==> config.mk <==
export PLATFORM = sky130hd
export DESIGN_NAME = icache_fill_unit_flat
export DESIGN_NICKNAME = d
export VERILOG_FILES = /design/src/rtl/sargantana_icache_pkg.sv /design/src/rtl/icache_fill_unit_if.sv /design/src/rtl/icache_fill_unit.sv /design/src/flat_wrapper.sv
export SDC_FILE = /design/constraint.sdc
export NUM_CORES = 1
export LEC_CHECK = 0
export ABC_AREA = 1
export BUFFER_PORTS_ARGS = -buffer_cell sky130_fd_sc_hd__buf_2
export CORE_MARGIN = 2
export CORE_UTILIZATION = 49
export CTS_BUF_LIST = sky130_fd_sc_hd__clkbuf_16
export CTS_CLUSTER_SIZE = 28
export DETAILED_ROUTE_END_ITERATION = 10
export PLACE_DENSITY = 0.8
export SLEW_MARGIN = 30
export SYNTH_ARGS = -nofsm -noshare
export SYNTH_HDL_FRONTEND = slang
export SYNTH_SLANG_ARGS = --single-unit
==> constraint.sdc <==
create_clock -name clk_i -period 2.07 [get_ports clk_i]
set_input_delay 0.1035 -clock clk_i [delete_from_list [all_inputs] [get_ports clk_i]]
set_output_delay 0.1035 -clock clk_i [all_outputs]
set_load 0.01 [all_outputs]
==> src/rtl/sargantana_icache_pkg.sv <==
// Shared types and default widths for the I-cache refill path.
package sargantana_icache_pkg;

  localparam int ICACHE_PADDR_W = 40;
  localparam int ICACHE_LINE_W  = 128;
  localparam int ICACHE_BEAT_W  = 64;

  // Fill unit controller states.
  typedef enum logic [2:0] {
    IDLE  = 3'd0,
    REQ   = 3'd1,
    BEATS = 3'd2,
    RESP  = 3'd3,
    DRAIN = 3'd4
  } fill_state_e;

  // Completed line handed back to the I-cache (ifill response).
  typedef struct packed {
    logic                      valid;
    logic [ICACHE_LINE_W-1:0]  data;
    logic [ICACHE_PADDR_W-1:0] paddr;
    logic                      err;
  } ifill_resp_t;

endpackage

==> src/rtl/icache_fill_unit_if.sv <==
// Miss request, memory bus and fill response signals of the fill unit.
interface icache_fill_unit_if
  import sargantana_icache_pkg::*;
#(
  parameter int PADDR_W = ICACHE_PADDR_W,
  parameter int LINE_W  = ICACHE_LINE_W,
  parameter int BEAT_W  = ICACHE_BEAT_W
) ();

  // I-cache miss side
  logic               req_valid_i;
  logic [PADDR_W-1:0] req_paddr_i;
  logic               req_ready_o;
  logic               kill_i;

  // Memory request channel
  logic               mem_req_valid_o;
  logic               mem_req_ready_i;
  logic [PADDR_W-1:0] mem_req_addr_o;

  // Memory response channel
  logic               mem_resp_valid_i;
  logic               mem_resp_last_i;
  logic               mem_resp_err_i;
  logic [BEAT_W-1:0]  mem_resp_data_i;

  // Fill response to the I-cache
  logic               fill_valid_o;
  logic [LINE_W-1:0]  fill_data_o;
  logic [PADDR_W-1:0] fill_paddr_o;
  logic               fill_err_o;

  // The fill unit itself.
  modport slave (
    input  req_valid_i, req_paddr_i, kill_i,
    input  mem_req_ready_i,
    input  mem_resp_valid_i, mem_resp_last_i, mem_resp_err_i, mem_resp_data_i,
    output req_ready_o,
    output mem_req_valid_o, mem_req_addr_o,
    output fill_valid_o, fill_data_o, fill_paddr_o, fill_err_o
  );

  // The cache / memory environment around the fill unit.
  modport master (
    output req_valid_i, req_paddr_i, kill_i,
    output mem_req_ready_i,
    output mem_resp_valid_i, mem_resp_last_i, mem_resp_err_i, mem_resp_data_i,
    input  req_ready_o,
    input  mem_req_valid_o, mem_req_addr_o,
    input  fill_valid_o, fill_data_o, fill_paddr_o, fill_err_o
  );

endinterface

==> src/rtl/icache_fill_unit.sv <==
// I-cache line fill unit: takes one miss at a time, issues a line-aligned
// memory request, assembles the returned beats into a line and hands the
// line back once. A kill abandons the fill and drains the memory response.
module icache_fill_unit
  import sargantana_icache_pkg::*;
#(
  parameter int PADDR_W = ICACHE_PADDR_W,
  parameter int LINE_W  = ICACHE_LINE_W,
  parameter int BEAT_W  = ICACHE_BEAT_W
) (
  input  logic              clk_i,
  input  logic              rstn_i,
  icache_fill_unit_if.slave bus
);

  localparam int NBEATS = LINE_W / BEAT_W;
  localparam int CNT_W  = $clog2(NBEATS);
  localparam int OFF_W  = $clog2(LINE_W / 8);

  localparam logic [CNT_W-1:0]   LAST_BEAT = CNT_W'(NBEATS - 1);
  localparam logic [PADDR_W-1:0] OFF_MASK  = PADDR_W'((1 << OFF_W) - 1);

  fill_state_e        state_q, state_d;
  logic [PADDR_W-1:0] paddr_q, paddr_d;
  logic [CNT_W-1:0]   beat_cnt_q, beat_cnt_d;
  logic               kill_q, kill_d;
  logic               err_q, err_d;
  logic [LINE_W-1:0]  line_q, line_d;

  // Kill seen at any point since the miss was captured, including this cycle.
  logic kill_seen;
  // A beat arrives while assembling the line.
  logic beat_fire;
  // That beat closes the assembly: tagged last, or the buffer is full.
  logic beat_final;
  // The response stream ends with this beat.
  logic resp_last;

  logic               req_ready;
  logic               mem_req_valid;
  logic [PADDR_W-1:0] mem_req_addr;
  ifill_resp_t        fill_resp;

  assign kill_seen  = kill_q | bus.kill_i;
  assign resp_last  = bus.mem_resp_valid_i & bus.mem_resp_last_i;
  assign beat_fire  = (state_q == BEATS) & bus.mem_resp_valid_i;
  assign beat_final = beat_fire & (bus.mem_resp_last_i | (beat_cnt_q == LAST_BEAT));

  // State and datapath registers.
  // NOTE: sequential state uses non-blocking assignments so every register
  // samples the pre-edge value of the others, independent of statement order.
  // NOTE: the line buffer is reset explicitly; an early-last fill relies on
  // its unreceived slices reading as zero.
  always_ff @(posedge clk_i or negedge rstn_i) begin
    if (!rstn_i) begin
      state_q    <= IDLE;
      paddr_q    <= '0;
      beat_cnt_q <= '0;
      kill_q     <= 1'b0;
      err_q      <= 1'b0;
      line_q     <= '0;
    end else begin
      state_q    <= state_d;
      paddr_q    <= paddr_d;
      beat_cnt_q <= beat_cnt_d;
      kill_q     <= kill_d;
      err_q      <= err_d;
      line_q     <= line_d;
    end
  end

  // Next-state logic.
  // NOTE: every combinational output is given a default before the case so no
  // path leaves it unassigned, which would otherwise infer a latch.
  always_comb begin
    state_d = state_q;
    unique case (state_q)
      IDLE: begin
        if (bus.req_valid_i) state_d = REQ;
      end
      REQ: begin
        if (bus.mem_req_ready_i) state_d = kill_seen ? DRAIN : BEATS;
      end
      BEATS: begin
        if (beat_final) begin
          if (kill_seen)                state_d = bus.mem_resp_last_i ? IDLE : DRAIN;
          else if (bus.mem_resp_last_i) state_d = RESP;
          else                          state_d = DRAIN;  // buffer full, stream continues
        end
      end
      RESP: begin
        state_d = IDLE;
      end
      DRAIN: begin
        if (resp_last) state_d = IDLE;
      end
      default: begin
        state_d = IDLE;
      end
    endcase
  end

  // Address capture, kill/error tracking and beat assembly.
  always_comb begin
    paddr_d    = paddr_q;
    beat_cnt_d = beat_cnt_q;
    kill_d     = kill_q;
    err_d      = err_q;
    line_d     = line_q;
    case (state_q)
      IDLE: begin
        if (bus.req_valid_i) begin
          paddr_d    = bus.req_paddr_i & ~OFF_MASK;
          beat_cnt_d = '0;
          kill_d     = 1'b0;
          err_d      = 1'b0;
          line_d     = '0;
        end
      end
      REQ: begin
        kill_d = kill_seen;
      end
      BEATS: begin
        kill_d = kill_seen;
        if (beat_fire) begin
          line_d[int'(beat_cnt_q) * BEAT_W +: BEAT_W] = bus.mem_resp_data_i;
          beat_cnt_d = beat_cnt_q + CNT_W'(1);
          // Bus error, short line (last too early) or overlong line (no last
          // on the final slot) all mark the fill as erroneous.
          err_d = err_q | bus.mem_resp_err_i
                | (bus.mem_resp_last_i  & (beat_cnt_q != LAST_BEAT))
                | (~bus.mem_resp_last_i & (beat_cnt_q == LAST_BEAT));
        end
      end
      default: ;
    endcase
  end

  // Outputs decoded from the current state.
  always_comb begin
    req_ready     = 1'b0;
    mem_req_valid = 1'b0;
    mem_req_addr  = '0;
    fill_resp     = '0;
    case (state_q)
      IDLE: begin
        req_ready = 1'b1;
      end
      REQ: begin
        mem_req_valid = 1'b1;
        mem_req_addr  = paddr_q;
      end
      RESP: begin
        if (!bus.kill_i) begin
          fill_resp.valid = 1'b1;
          fill_resp.data  = line_q;
          fill_resp.paddr = paddr_q;
          fill_resp.err   = err_q;
        end
      end
      default: ;
    endcase
  end

  assign bus.req_ready_o     = req_ready;
  assign bus.mem_req_valid_o = mem_req_valid;
  assign bus.mem_req_addr_o  = mem_req_addr;
  assign bus.fill_valid_o    = fill_resp.valid;
  assign bus.fill_data_o     = fill_resp.data;
  assign bus.fill_paddr_o    = fill_resp.paddr;
  assign bus.fill_err_o      = fill_resp.err;

endmodule

==> src/flat_wrapper.sv <==
// flat-port wrapper written by rule: the top's interface ports become plain ports
module icache_fill_unit_flat import sargantana_icache_pkg::*;
#(
  parameter int PADDR_W = ICACHE_PADDR_W,
  parameter int LINE_W  = ICACHE_LINE_W,
  parameter int BEAT_W  = ICACHE_BEAT_W
)
  (clk_i, rstn_i, bus_req_valid_i, bus_req_paddr_i, bus_kill_i, bus_mem_req_ready_i, bus_mem_resp_valid_i, bus_mem_resp_last_i, bus_mem_resp_err_i, bus_mem_resp_data_i, bus_req_ready_o, bus_mem_req_valid_o, bus_mem_req_addr_o, bus_fill_valid_o, bus_fill_data_o, bus_fill_paddr_o, bus_fill_err_o);
  icache_fill_unit_if #(.PADDR_W(PADDR_W), .LINE_W(LINE_W), .BEAT_W(BEAT_W)) bus_i ();
  input  logic clk_i;
  input  logic rstn_i;
  input wire logic [$bits(bus_i.req_valid_i)-1:0] bus_req_valid_i;
  input wire logic [$bits(bus_i.req_paddr_i)-1:0] bus_req_paddr_i;
  input wire logic [$bits(bus_i.kill_i)-1:0] bus_kill_i;
  input wire logic [$bits(bus_i.mem_req_ready_i)-1:0] bus_mem_req_ready_i;
  input wire logic [$bits(bus_i.mem_resp_valid_i)-1:0] bus_mem_resp_valid_i;
  input wire logic [$bits(bus_i.mem_resp_last_i)-1:0] bus_mem_resp_last_i;
  input wire logic [$bits(bus_i.mem_resp_err_i)-1:0] bus_mem_resp_err_i;
  input wire logic [$bits(bus_i.mem_resp_data_i)-1:0] bus_mem_resp_data_i;
  output wire logic [$bits(bus_i.req_ready_o)-1:0] bus_req_ready_o;
  output wire logic [$bits(bus_i.mem_req_valid_o)-1:0] bus_mem_req_valid_o;
  output wire logic [$bits(bus_i.mem_req_addr_o)-1:0] bus_mem_req_addr_o;
  output wire logic [$bits(bus_i.fill_valid_o)-1:0] bus_fill_valid_o;
  output wire logic [$bits(bus_i.fill_data_o)-1:0] bus_fill_data_o;
  output wire logic [$bits(bus_i.fill_paddr_o)-1:0] bus_fill_paddr_o;
  output wire logic [$bits(bus_i.fill_err_o)-1:0] bus_fill_err_o;
  assign bus_i.req_valid_i = bus_req_valid_i;
  assign bus_i.req_paddr_i = bus_req_paddr_i;
  assign bus_i.kill_i = bus_kill_i;
  assign bus_i.mem_req_ready_i = bus_mem_req_ready_i;
  assign bus_i.mem_resp_valid_i = bus_mem_resp_valid_i;
  assign bus_i.mem_resp_last_i = bus_mem_resp_last_i;
  assign bus_i.mem_resp_err_i = bus_mem_resp_err_i;
  assign bus_i.mem_resp_data_i = bus_mem_resp_data_i;
  assign bus_req_ready_o = bus_i.req_ready_o;
  assign bus_mem_req_valid_o = bus_i.mem_req_valid_o;
  assign bus_mem_req_addr_o = bus_i.mem_req_addr_o;
  assign bus_fill_valid_o = bus_i.fill_valid_o;
  assign bus_fill_data_o = bus_i.fill_data_o;
  assign bus_fill_paddr_o = bus_i.fill_paddr_o;
  assign bus_fill_err_o = bus_i.fill_err_o;
  icache_fill_unit #(.PADDR_W(PADDR_W), .LINE_W(LINE_W), .BEAT_W(BEAT_W)) u_core (.clk_i(clk_i), .rstn_i(rstn_i), .bus(bus_i));
endmodule
==> summary.txt, run 1 <==
Power
  • Clock Power Share: 0.266
  • Reported leakage power: 0.00646 uW
  • Cell Pwr Density: 1030 nW/um^2
  • Sw power: 4630 uW
  • Sw Share: 0.386
  • Maximum vdd ir drop: 0.000783 V
  • Gate power share: 0.354
  • Internal power: 7370 uW
  • Sequential Power Share: 0.380

Worst setup path
  • Crit. End Element: output port
  • Critical path required time: 1970 ps
  • Crit-path max FO: 37
  • Kind of critical path: flop to output port
  • Worst setup SP type: flop
  • Data arrival, critical path: 1790 ps

STA
  • Post-route minimum period: 1900 ps
  • Fin crit share: 0.916
  • Final worst slack: 175 ps
  • F_max: 0.528 GHz
  • Final setup fails: 0
  • RSZ-0062 raised after global routing: false
  • Slew Viols, Final: 0
  • Fin. Hold Viols: 0
  • Worst Tran Pin Value: 520 ps
  • Worst rel slew slack: 0.653
  • Setup_tns: 0 ps
  • Clock Skew: 7.83 ps

Clock network
  • Sink Count: 170
  • CTS tree: built
  • Worst-Skew Late Latency: 420 ps
  • Clk slew on worst S/H paths: 60 ps
  • Number of buffers created by CTS: 17
  • Clk Tree Root Cell: clkbuf_16
  • Max Buffers Root-to-Sink: 2
  • Clock H-tree levels: 4

Synth
  • Area contributors post-synth: dfrtp_1, nand2_1, nor2_1
  • #FFs+latches synth: 170
  • Yosys warns: 0
  • Area leader, netlist: dfrtp_1
  • Seq/Total Area, Yosys: 0.517
  • Syn Std Cell Area: 8230 sq um
  • Post-Syn Instances: 1136
  • Share of the synthesized area in the top cell type: 0.517
  • Distinct cell type count after synthesis: 21
  • Synth Area per Inst: 7.25 sq um

Die
  • Die area: 17900 sq um
  • Die Width: 134 microns
  • Row cnt: 47
  • Die Y: 134 microns
  • I/O Pins: 324
  • Core area: 16500 sq um
  • Initial Util: 0.498

Routing
  • Via count: 8511
  • Routed len/inst: 13.9 microns
  • ANT nets after route: 0
  • Pre-Repair DR Iteration Count: 5
  • # DRC: 0
  • DR vias/cell: 4.86
  • 1st-iter DRT viols: 612
  • Final wirelength: 24300 microns

Place
  • Post-Place Worst Slack: 312 ps
  • # placed instances: 1614
  • RD Place Congestion: 0.875
  • Dpl hpwl: 15000 microns
  • Buffers added on ports: 311

Finish
  • # fillers: 1290
  • Register area: 4250 sq um
  • Ant diodes: 0
  • Final net count: 1629
  • Final std cells w/o fill: 1750
  • Share of cells above drive strength 1: 0.239
  • Area Growth Syn to Fin: 40.9%
  • Area of the multi-input gates: 2950 sq um

Global route
  • Number of global-route vias before repair: 8039
  • Initial antenna violation count: 0
  • GR Overflow Total: 0
  • First-pass GRT wire length: 38700 microns
  • Largest net degree at the start of global routing: 92
  • Global Route Usage Sum: 0.270

Job
  • Max-Cap Viols: 0

Hold path
  • Hold Crit Class: primary input to flop

Outcome
  • Outcome: finished, final reports clean
## path summary, 6_finish.rpt
check,slack (ps),end,depth (start not counted),startpoint
max reg2reg,270,u_core.line_q[75],6,u_core.state_q[0]
min in group asynchronous,210,u_core.line_q[75],2,rstn_i
max,170,bus_mem_req_addr_o[17],5,u_core.state_q[1]
min reg2reg,470,u_core.line_q[30],2,u_core.line_q[30]
max in group asynchronous,1140,u_core.line_q[111],3,rstn_i
min,30,u_core.state_q[2],4,bus_mem_resp_valid_i
## cells by family (layout without fill, tap and decap cells)
kind of cell | Yosys count | in the layout | synth area share
compound gates | 44 | 44 | 0.0272
flops | 170 | 170 | 0.517
buf+inv | 258 | 645 | 0.130
other cells | 1 | 8 | 0.000455
simple gates | 663 | 663 | 0.325
## flip-flops by register name (all words and copies together), names as in the netlist
name / flops
u_core.line_q: 128
u_core.err_q: 1
u_core.beat_cnt_q: 1
u_core.paddr_q: 36
u_core.state_q: 3
u_core.kill_q: 1
## stage by stage
stage	hold slack, ps	utilization	instance area [sq um]	total power (uW)
3_5_place_dp	102	0.604	9980	8630
2_1_floorplan	-192	-	8260	7240
3_3_place_gp	104	0.604	9980	8490
5_1_grt	21.0	0.702	11600	12800
6_report	25.9	0.702	11600	12000
4_1_cts	8.85	0.702	11600	12000
## timing repair
item | in CTS | in global routing
gates resized for setup | 0 | 0
buffers inserted | 1 | 0
hold buffers | 103 | 0
endpoints found under the setup margin | 3 | 0
hold endpoints to repair | 218 | 0
## placed cells by master (no fill, tap or decap)
master	netlist	final
buf_2	36	310
nand2_1	308	308
nor2_1	214	212
inv_1	179	182
dfrtp_1	170	170
nand3_1	135	135
dlygate4sd3_1	0	103
o21ai_0	41	41
clkbuf_16	0	17
buf_12	0	10
conb_1	1	8
buf_4	13	8
clkinv_2	0	4
clkinv_4	0	3
bufinv_16	0	3
inv_2	2	2
nor2_4	0	2
nand2_2	2	2
a21oi_1	2	2
nor2_2	1	1
nand4_1	1	1
nand3_2	1	1
o21ai_4	0	1
nand3b_1	1	1
clkinv_1	0	1
inv_6	0	1
buf_6	1	1
## final cells by class
cell class | count | share of cell area
clock buffers | 17 | 0.0367
clock inverters | 15 | 0.0138
well taps | 220 | 0.0237
multi-input cells | 715 | 0.255
repair buffers | 432 | 0.246
inverters | 181 | 0.0586
flip-flops and latches | 170 | 0.367
## power groups by stage
stage	combinational, uW	sequential [uW]	clock (uW)
2_1_floorplan	2770	4470	0
3_3_place_gp	3940	4550	0
3_5_place_dp	4040	4590	0
4_1_cts	4210	4540	3230
5_1_grt	4730	4640	3380
6_report	4250	4550	3190
## routing by layer
metal  share of wire  vias to the layer above  GRT usage
li1                -                     4116          -
met1            0.40                     3971      0.339
met2            0.50                      366      0.458
met3           0.072                       58     0.0605
met4           0.024                        0     0.0987
met5               0                        -          0
## cells in the mapped netlist, drive strengths merged
library cell	count
dfrtp	170
a21oi	2
buf	54
conb	1
nand3	136
nor2	215
clkbuf	23
nand2	310
nand4	1
o21ai	42
inv	181
nand3b	1
## worst max-delay path, stage by stage (launching register included)
cell and delay [ps]:
dfrtp_1 450, nor2_2 250, nand2_1 80, buf_4 260, nor2_1 160, buf_2 150
Note: power is estimated with default switching activity, not from simulation.
==> run 2: changes to the inputs <==
Settings changed: ABC_AREA 1 to default, CORE_MARGIN 2 to default, CORE_UTILIZATION 49 to 48.
==> summary.txt, run 2 <==
Outcome
  • Outcome: finished, final reports clean

Routing
  • Routed len/inst: 18.0 microns
  • Final wirelength: 22800 microns
  • ANT nets after route: 0
  • Via count: 6663
  • Pre-Repair DR Iteration Count: 4
  • DR vias/cell: 5.25
  • # DRC: 0
  • 1st-iter DRT viols: 437

STA
  • Final worst slack: 80.5 ps
  • Clock Skew: 10.8 ps
  • Final setup fails: 0
  • Worst Tran Pin Value: 590 ps
  • F_max: 0.503 GHz
  • Fin. Hold Viols: 0
  • Setup_tns: 0 ps
  • Worst rel slew slack: 0.605
  • Post-route minimum period: 1990 ps
  • Hold_ws: 22.5 ps
  • Slew Viols, Final: 0
  • RSZ-0062 raised after global routing: false
  • Fin crit share: 0.961

Worst setup path
  • R2R depth: 5
  • Kind of critical path: flop to output port
  • Worst setup SP type: flop
  • Crit-path max FO: 38
  • Data arrival, critical path: 1890 ps
  • Crit. End Element: output port
  • Critical path required time: 1970 ps

Hold path
  • Hold Crit Class: primary input to flop
  • Hold Crit Depth: 3

Global route
  • Global Route Usage Sum: 0.272
  • First-pass GRT wire length: 34600 microns
  • Number of global-route vias before repair: 6645
  • Initial antenna violation count: 0
  • Largest net degree at the start of global routing: 71
  • GR Overflow Total: 0

Finish
  • Commonest cells after routing, fill and taps aside: buf_2, and2_1, dfrtp_1
  • # fillers: 1097
  • Most flops, register: u_core.line_q
  • Share of cells above drive strength 1: 0.369
  • Final net count: 1152
  • Most common cell after layout, fill and taps aside: buf_2
  • Largest regs: u_core.line_q x128, u_core.paddr_q x36, u_core.state_q x3
  • Ant diodes: 0
  • Largest register FFs: 128
  • Area Growth Syn to Fin: 44.0%

Power
  • Sw power: 3830 uW
  • Cell Pwr Density: 1070 nW/um^2
  • Clock Power Share: 0.276
  • Sequential Power Share: 0.417
  • Maximum vdd ir drop: 0.000565 V
  • Internal power: 8110 uW
  • Gate power share: 0.306
  • Total Power: 11900 uW
  • Reported leakage power: 0.00598 uW
  • Sw Share: 0.321

Die
  • Die Width: 129 microns
  • Die area: 16700 sq um
  • Initial Util: 0.491
  • Row cnt: 46
  • I/O Pins: 324
  • Die Y: 129 microns
  • Core area: 15800 sq um

Clock network
  • Sink Count: 170
  • Number of buffers created by CTS: 17
  • Clk Tree Root Cell: clkbuf_16
  • Clock H-tree levels: 4
  • Max Buffers Root-to-Sink: 2
  • Worst-Skew Late Latency: 420 ps
  • CTS tree: built
  • Clk slew on worst S/H paths: 60 ps

Synth
  • Synth top cells by count: and2_1, dfrtp_1, a22o_1
  • Most numerous cell in the Yosys netlist: and2_1
  • EDFF count, synth: 0
  • Area contributors post-synth: dfrtp_1, and2_1, a22o_1
  • Seq/Total Area, Yosys: 0.548
  • Synth Area per Inst: 12.1 sq um
  • Distinct cell type count after synthesis: 37
  • Yosys warns: 0
  • Area leader, netlist: dfrtp_1
  • Main synth FF type: dfrtp_1
  • Share of the synthesized area in the top cell type: 0.548
  • #FFs+latches synth: 170
  • Post-synth ARST share: 1.00
  • Syn Std Cell Area: 7770 sq um
  • Post-Syn Instances: 643

Place
  • RD Place Congestion: 0.868
  • Post-Place Worst Slack: 165 ps
  • Dpl hpwl: 13400 microns
  • Buffers added on ports: 311

Job
  • Max-Cap Viols: 0
==> run 2: worst max-delay path: stages (launching register included) <==
cell and delay (ps):
dfrtp_2 400, buf_4 170, nor3b_2 170, buf_4 330, and2_1 230, buf_2 150
==> run 2: kinds of logic after synthesis <==
group	count (synthesis)	share of synthesized area
and+or+nand+nor	223	0.182
DFF	170	0.548
AOI/OAI and AO/OA	145	0.159
buffers and inverters	67	0.0572
muxes	36	0.0522
xor gates and xnor gates	1	0.00113
other	1	0.000483
==> run 2: final cells by class <==
type,count,area (sq um),share of cell area
clock buffer,17,425,0.0380
clock inverter,14,180,0.0161
inverter,3,11.3,0.00101
multi-input combinational,413,3120,0.279
sequential,170,4260,0.381
tap,216,270,0.0242
timing repair buffer,435,2910,0.261
==> run 2: final timing paths <==
path                                     from                      to  slack (ps)
max                         u_core.state_q[1]  bus_mem_req_addr_o[11]          80
min reg2reg                u_core.line_q[103]      u_core.line_q[103]         500
min in group asynchronous              rstn_i       u_core.line_q[29]         160
max in group asynchronous              rstn_i      u_core.paddr_q[27]        1210
min                        bus_mem_resp_err_i            u_core.err_q          20
max reg2reg                 u_core.state_q[2]       u_core.line_q[94]         170
==> run 2: stage by stage <==
step / cells / area [sq um] / util
global route: 1268 / 11200 / 0.706
CTS: 1265 / 11100 / 0.703
detailed placement: 1128 / 9430 / 0.596
finish: 1268 / 11200 / 0.706
global placement: 1128 / 9430 / 0.596
floorplan: 650 / 7790 / -
==> run 2: what timing repair did <==
action | CTS | global route
hold endpoints to repair | 241 | 0
setup endpoints to repair | 164 | 56
pin swaps | 1 | 0
gates resized for setup | 3 | 3
gates cloned | 1 | 1
hold buffers | 102 | 0
buffers inserted | 3 | 2
==> run 2: power by group through the flow <==
stage	sequential, uW	clock, uW	combinational, uW
final	4980	3300	3660
after global routing	5100	3490	3940
after CTS	4950	3340	3580
after detailed placement	5040	0	3310
after global placement	4990	0	3190
after floorplan	4730	0	2420
==> run 2: layer usage <==
metal	routed length [microns]	GRT usage	vias to the layer above
li1	-	-	3013
met1	9180	0.324	3310
met2	11600	0.476	291
met3	1310	0.0603	49
met4	699	0.113	0
met5	0	0	-
